==> config.mk <==
export PLATFORM = sky130hd
export DESIGN_NAME = sipo_frame_ctrl_flat
export DESIGN_NICKNAME = d
export VERILOG_FILES = /design/src/rtl/sipo_pkg.sv /design/src/rtl/sipo_frame_ctrl_if.sv /design/src/rtl/sipo_shift_stage.sv /design/src/rtl/sipo_frame_ctrl.sv /design/src/flat_wrapper.sv
export SDC_FILE = /design/constraint.sdc
export NUM_CORES = 1
export LEC_CHECK = 0
export CORE_AREA = 2 2 39 41
export DETAILED_ROUTE_END_ITERATION = 8
export DIE_AREA = 0 0 41 43
export DONT_BUFFER_PORTS = 1
export MAX_ROUTING_LAYER = met4
export PLACE_DENSITY = 0.71
export SYNTH_ARGS = -nofsm -noshare
export SYNTH_HDL_FRONTEND = slang
export SYNTH_SLANG_ARGS = --single-unit
==> constraint.sdc <==
create_clock -name clk -period 3.9 [get_ports clk]
set_clock_uncertainty 0.15 [all_clocks]
set_input_delay 0.78 -clock clk [delete_from_list [all_inputs] [get_ports clk]]
set_output_delay 0.78 -clock clk [all_outputs]
set_load 0.03 [all_outputs]
==> src/rtl/sipo_pkg.sv <==
// Shared types and constants for the SIPO frame controller.
// Imported by the interface, shift stage and controller.
package sipo_pkg;

    typedef enum logic {
        IDLE  = 1'b0,
        SHIFT = 1'b1
    } state_t;

    localparam int SIPO_DEF_WIDTH = 4;

endpackage

==> src/rtl/sipo_frame_ctrl_if.sv <==
// Serial-in and parallel-out signal bundle of the SIPO frame controller.
// The master side feeds serial bits and consumes words; the slave side is the controller.
interface sipo_frame_ctrl_if
    import sipo_pkg::*;
#(
    parameter int WIDTH = SIPO_DEF_WIDTH
);
    localparam int CNT_W = $clog2(WIDTH + 1);

    logic             sin;
    logic             sin_valid;
    logic             start;
    logic [WIDTH-1:0] dout;
    logic             dout_valid;
    logic             dout_ready;
    logic             busy;
    logic [CNT_W-1:0] bit_cnt;
    logic             overrun;
    logic             clr_ovr;

    modport master (
        output sin, sin_valid, start, dout_ready, clr_ovr,
        input  dout, dout_valid, busy, bit_cnt, overrun
    );

    modport slave (
        input  sin, sin_valid, start, dout_ready, clr_ovr,
        output dout, dout_valid, busy, bit_cnt, overrun
    );

endinterface

==> src/rtl/sipo_shift_stage.sv <==
// Enabled shift-left register; new bits enter at index 0.
// Async active-low reset clears the stage.
module sipo_shift_stage
    import sipo_pkg::*;
#(
    parameter int WIDTH = SIPO_DEF_WIDTH
) (
    input  logic             clk,
    input  logic             rst_n,
    input  logic             en,
    input  logic             sin,
    output logic [WIDTH-1:0] q
);

    always_ff @(posedge clk or negedge rst_n) begin
        if (!rst_n) begin
            q <= '0;
        end else if (en) begin
            q <= {q[WIDTH-2:0], sin};
        end
    end

endmodule

==> src/rtl/sipo_frame_ctrl.sv <==
// Frames WIDTH serial bits after a start marker and hands each word
// downstream through a holding register with valid/ready and sticky overrun.
module sipo_frame_ctrl
    import sipo_pkg::*;
#(
    parameter int WIDTH = SIPO_DEF_WIDTH,
    parameter int CNT_W = $clog2(WIDTH + 1)
) (
    input  logic            clk,
    input  logic            rst_n,
    sipo_frame_ctrl_if.slave bus
);

    state_t           state;
    logic [CNT_W-1:0] cnt;
    logic             busy_r;
    logic [WIDTH-1:0] q;
    logic [WIDTH-1:0] word;
    logic [WIDTH-1:0] dout_r;
    logic             dv_r;
    logic             ovr_r;
    logic             shift_en;
    logic             last;
    logic             done;
    logic             ovr_set;

    // Start is honoured in either state; plain bits only inside a frame.
    assign shift_en = bus.sin_valid && (bus.start || state == SHIFT);
    assign last     = (cnt == CNT_W'(WIDTH - 1));
    assign done     = bus.sin_valid && !bus.start && state == SHIFT && last;
    assign word     = {q[WIDTH-2:0], bus.sin};
    assign ovr_set  = done && dv_r && !bus.dout_ready;

    sipo_shift_stage #(
        .WIDTH(WIDTH)
    ) u_shift (
        .clk  (clk),
        .rst_n(rst_n),
        .en   (shift_en),
        .sin  (bus.sin),
        .q    (q)
    );

    always_ff @(posedge clk or negedge rst_n) begin
        if (!rst_n) begin
            state  <= IDLE;
            cnt    <= '0;
            busy_r <= 1'b0;
        end else if (bus.sin_valid) begin
            if (bus.start) begin
                state  <= SHIFT;
                cnt    <= CNT_W'(1);
                busy_r <= 1'b1;
            end else if (state == SHIFT) begin
                if (last) begin
                    state  <= IDLE;
                    cnt    <= '0;
                    busy_r <= 1'b0;
                end else begin
                    cnt <= cnt + CNT_W'(1);
                end
            end
        end
    end

    // A word lands whenever the slot is free or being drained this edge.
    always_ff @(posedge clk or negedge rst_n) begin
        if (!rst_n) begin
            dout_r <= '0;
            dv_r   <= 1'b0;
        end else if (done) begin
            if (!dv_r || bus.dout_ready) begin
                dout_r <= word;
                dv_r   <= 1'b1;
            end
        end else if (dv_r && bus.dout_ready) begin
            dv_r <= 1'b0;
        end
    end

    always_ff @(posedge clk or negedge rst_n) begin
        if (!rst_n) begin
            ovr_r <= 1'b0;
        end else if (ovr_set) begin
            ovr_r <= 1'b1;
        end else if (bus.clr_ovr) begin
            ovr_r <= 1'b0;
        end
    end

    assign bus.dout       = dout_r;
    assign bus.dout_valid = dv_r;
    assign bus.busy       = busy_r;
    assign bus.bit_cnt    = cnt;
    assign bus.overrun    = ovr_r;

endmodule
==> src/flat_wrapper.sv <==
// flat-port wrapper written by rule: the top's interface ports become plain ports
module sipo_frame_ctrl_flat import sipo_pkg::*;
#(
    parameter int WIDTH = SIPO_DEF_WIDTH,
    parameter int CNT_W = $clog2(WIDTH + 1)
)
  (clk, rst_n, bus_sin, bus_sin_valid, bus_start, bus_dout_ready, bus_clr_ovr, bus_dout, bus_dout_valid, bus_busy, bus_bit_cnt, bus_overrun);
  sipo_frame_ctrl_if #(.WIDTH(WIDTH)) bus_i ();
  input  logic clk;
  input  logic rst_n;
  input wire logic [$bits(bus_i.sin)-1:0] bus_sin;
  input wire logic [$bits(bus_i.sin_valid)-1:0] bus_sin_valid;
  input wire logic [$bits(bus_i.start)-1:0] bus_start;
  input wire logic [$bits(bus_i.dout_ready)-1:0] bus_dout_ready;
  input wire logic [$bits(bus_i.clr_ovr)-1:0] bus_clr_ovr;
  output wire logic [$bits(bus_i.dout)-1:0] bus_dout;
  output wire logic [$bits(bus_i.dout_valid)-1:0] bus_dout_valid;
  output wire logic [$bits(bus_i.busy)-1:0] bus_busy;
  output wire logic [$bits(bus_i.bit_cnt)-1:0] bus_bit_cnt;
  output wire logic [$bits(bus_i.overrun)-1:0] bus_overrun;
  assign bus_i.sin = bus_sin;
  assign bus_i.sin_valid = bus_sin_valid;
  assign bus_i.start = bus_start;
  assign bus_i.dout_ready = bus_dout_ready;
  assign bus_i.clr_ovr = bus_clr_ovr;
  assign bus_dout = bus_i.dout;
  assign bus_dout_valid = bus_i.dout_valid;
  assign bus_busy = bus_i.busy;
  assign bus_bit_cnt = bus_i.bit_cnt;
  assign bus_overrun = bus_i.overrun;
  sipo_frame_ctrl #(.WIDTH(WIDTH), .CNT_W(CNT_W)) u_core (.clk(clk), .rst_n(rst_n), .bus(bus_i));
endmodule
==> flow_summary.toml <==
[cells_and_area]
utilization_pct = 45.9
fill_cells = 132
syn2layout_area_growth_pct = 6.28
multi_input_area_um2 = 231
antenna_cells = 0
seq_area_um2 = 350
nNetsFinal = 60
drive_above_1_share_pct = 26.0

[run_status]
status = "completed"

[clock_network]
clock_latency_ps = 280
cts_buffers = 3
ctsResizeCount = 0
cts_root_buf = "clkbuf_4"
clkSlewWorstSetupHoldPaths_ps = 80
hold_buffers = 0
post_cts_buffers = 0
cts_tree = "done"
h-tree-depth = 1
cts.sinks = 14
cts_buffer_depth = 2

[power_and_ir_drop]
power_leakage_nw = 0.298
total_power_mw = 0.464
ir_drop_v = 0.000337
powerDensity_nw_per_um2 = 731

[synth]
syn_inst = 48
synthFlopType = "dfrtp_1"
synth_top_area_share_pct = 58.6
ys_async_sr_fraction_pct = 100
ys_types = 19
synth_area_per_cell_um2 = 12.5
yosys-top-cells-area = "dfrtp_1 (59%), mux2_2 (13%), nand2_1 (3.8%)"
synth_edf_count = 0
yosysTopAreaCell = "dfrtp_1"
yosysSeqAreaShare_pct = 58.6
synth_area_um2 = 598
syn_nets = 56
yosysWarnings = 0
ys_seq_elements = 14

[detailed_routing]
drt_iter0_drc = 0
ant_nets = 0
routed_wirelength_mm = 1.01
routed_via_density = 5.44
route.detailed.drc = 0
vias = 359
routedWlPerCell_um = 15.2
drt_first_pass_iters = 1

[timing]
timing.slew.headroom_pct = 74.8
hold-worst-slack_ps = 33.7
rsz0062_at_grt = "no"
tightest_slew_ps = 378
setup-tns-final_ps = 0
hold_viol = 0
maxSlewViolCount = 0
max_freq_ghz = 0.523
setup_viol = 0
period_share_pct = 49.0
final.setup.worst_slack_ps = 1990
min_period_ps = 1910

[critical_path]
critPathArrivalTime_ps = 1930
end_kind = "flop"
cp_cell_sequence = "ha_1 -> nand4b_2 -> nor3b_4 -> mux2_2"
cp_slowest_cell = "dfrtp_1"
max_stage_delay_ps = 550
reg2reg_slack_ps = 1990
worstPathRequired_ps = 3920
critPathKind = "reg -> reg"
startpoint_type = "flop"
worstPathMaxFanout = 4

[global_routing]
grt_max_degree = 15
grt_pass1_wl_mm = 1.64
antenna_found_initial = 0
grt_pass1_vias = 402
grt.overflow.total = 0
grt_use_total_pct = 14.9

[place]
dpl_worst_slack_ps = 1980
io_buffers = 0
gp_congestion = 0.649
hpwl_um = 715

[floorplanning]
die_h_um = 43
coreArea_um2 = 1380
initial_utilization_pct = 43.2
row_count = 14
io_pins = 17
dieArea_um2 = 1760
dieWidth_um = 41

[hold_path]
min_path_type = "in -> async"

[flow_run]
drv_cap = 0
[cell families after synthesis]
group	count (synthesis)	share of synthesized area [%]
AND/OR/NAND/NOR	12	13.2
adder cells (fa/ha/maj)	1	2.09
flip-flops	14	58.6
multiplexers	7	13.2
AO/OA/AOI/OAI	10	10.3
buffers and inverters	4	2.72
[layer usage]
metal	vias to the layer above	wire length, um	global-route usage [%]
met1	167	430	16.0
met3	5	111	8.90
met2	16	430	19.7
met5	-	0	-
li1	171	-	-
met4	0	34	10.0
[registers in the layout (all words and copies together), names as in the netlist]
signal / flops
u_core.bus.overrun: 1
u_core.bus.bit_cnt: 3
u_core.bus.busy: 1
u_core.state: 1
u_core.bus.dout_valid: 1
u_core.bus.dout: 4
u_core.u_shift.q: 3
[through the flow]
step,std cells,cell area [um^2]
floorplan,48,598
global placement,63,613
detailed placement,63,613
CTS,66,636
global route,66,636
finish,66,636
[report_power, final]
group | internal [mW] | switching, mW
Sequential | 0.193 | 0.109
Clock | 0.0359 | 0.0443
Combinational | 0.0479 | 0.0348
Total | 0.277 | 0.188
[critical path: cells and delay by family (launching register included)]
family / cells / cell delay, ps
mux: 1 / 360
simple gates: 2 / 450
fa+ha+maj: 1 / 270
flops: 1 / 550
[layout by cell type (no fill, tap or decap)]
cell type,netlist,final
dfrtp_1,14,14
or2_2,1,1
nand4b_2,1,1
nand2_1,6,6
o31ai_1,1,1
inv_1,3,3
o21a_1,1,1
mux2_2,7,7
nor2_1,1,1
a31oi_1,1,1
ha_1,1,1
nor3b_4,1,1
nand2b_1,2,2
o21ai_0,3,3
o21ai_1,1,1
a21oi_1,1,1
clkbuf_4,0,3
a22o_1,1,1
o22ai_1,1,1
[path summary, 6_finish.rpt]
path,to,cells after the start,start
setup reg to reg,u_core.bus.dout[1],4,u_core.bus.bit_cnt[0]
max in group asynchronous,u_core.bus.dout[1],0,rst_n
hold reg to reg,u_core.bus.dout[3],1,u_core.u_shift.q[2]
setup / recovery,u_core.bus.dout[1],4,u_core.bus.bit_cnt[0]
min in group clk,u_core.bus.dout[3],1,u_core.u_shift.q[2]
hold / removal,u_core.bus.dout[0],0,rst_n
[synthesized netlist by cell type, drive strengths merged, types with 2 or more instances]
library cell  count
dfrtp            14
mux2              7
nand2             6
o21ai             4
inv               3
nand2b            2
[final cells by class]
cell class | instances | area share (%)
well taps | 16 | 3.15
inverters | 3 | 1.77
multi-input cells | 30 | 36.4
clock buffers | 3 | 3.54
flip-flops and latches | 14 | 55.1
Note: power is estimated with default switching activity, not from simulation.
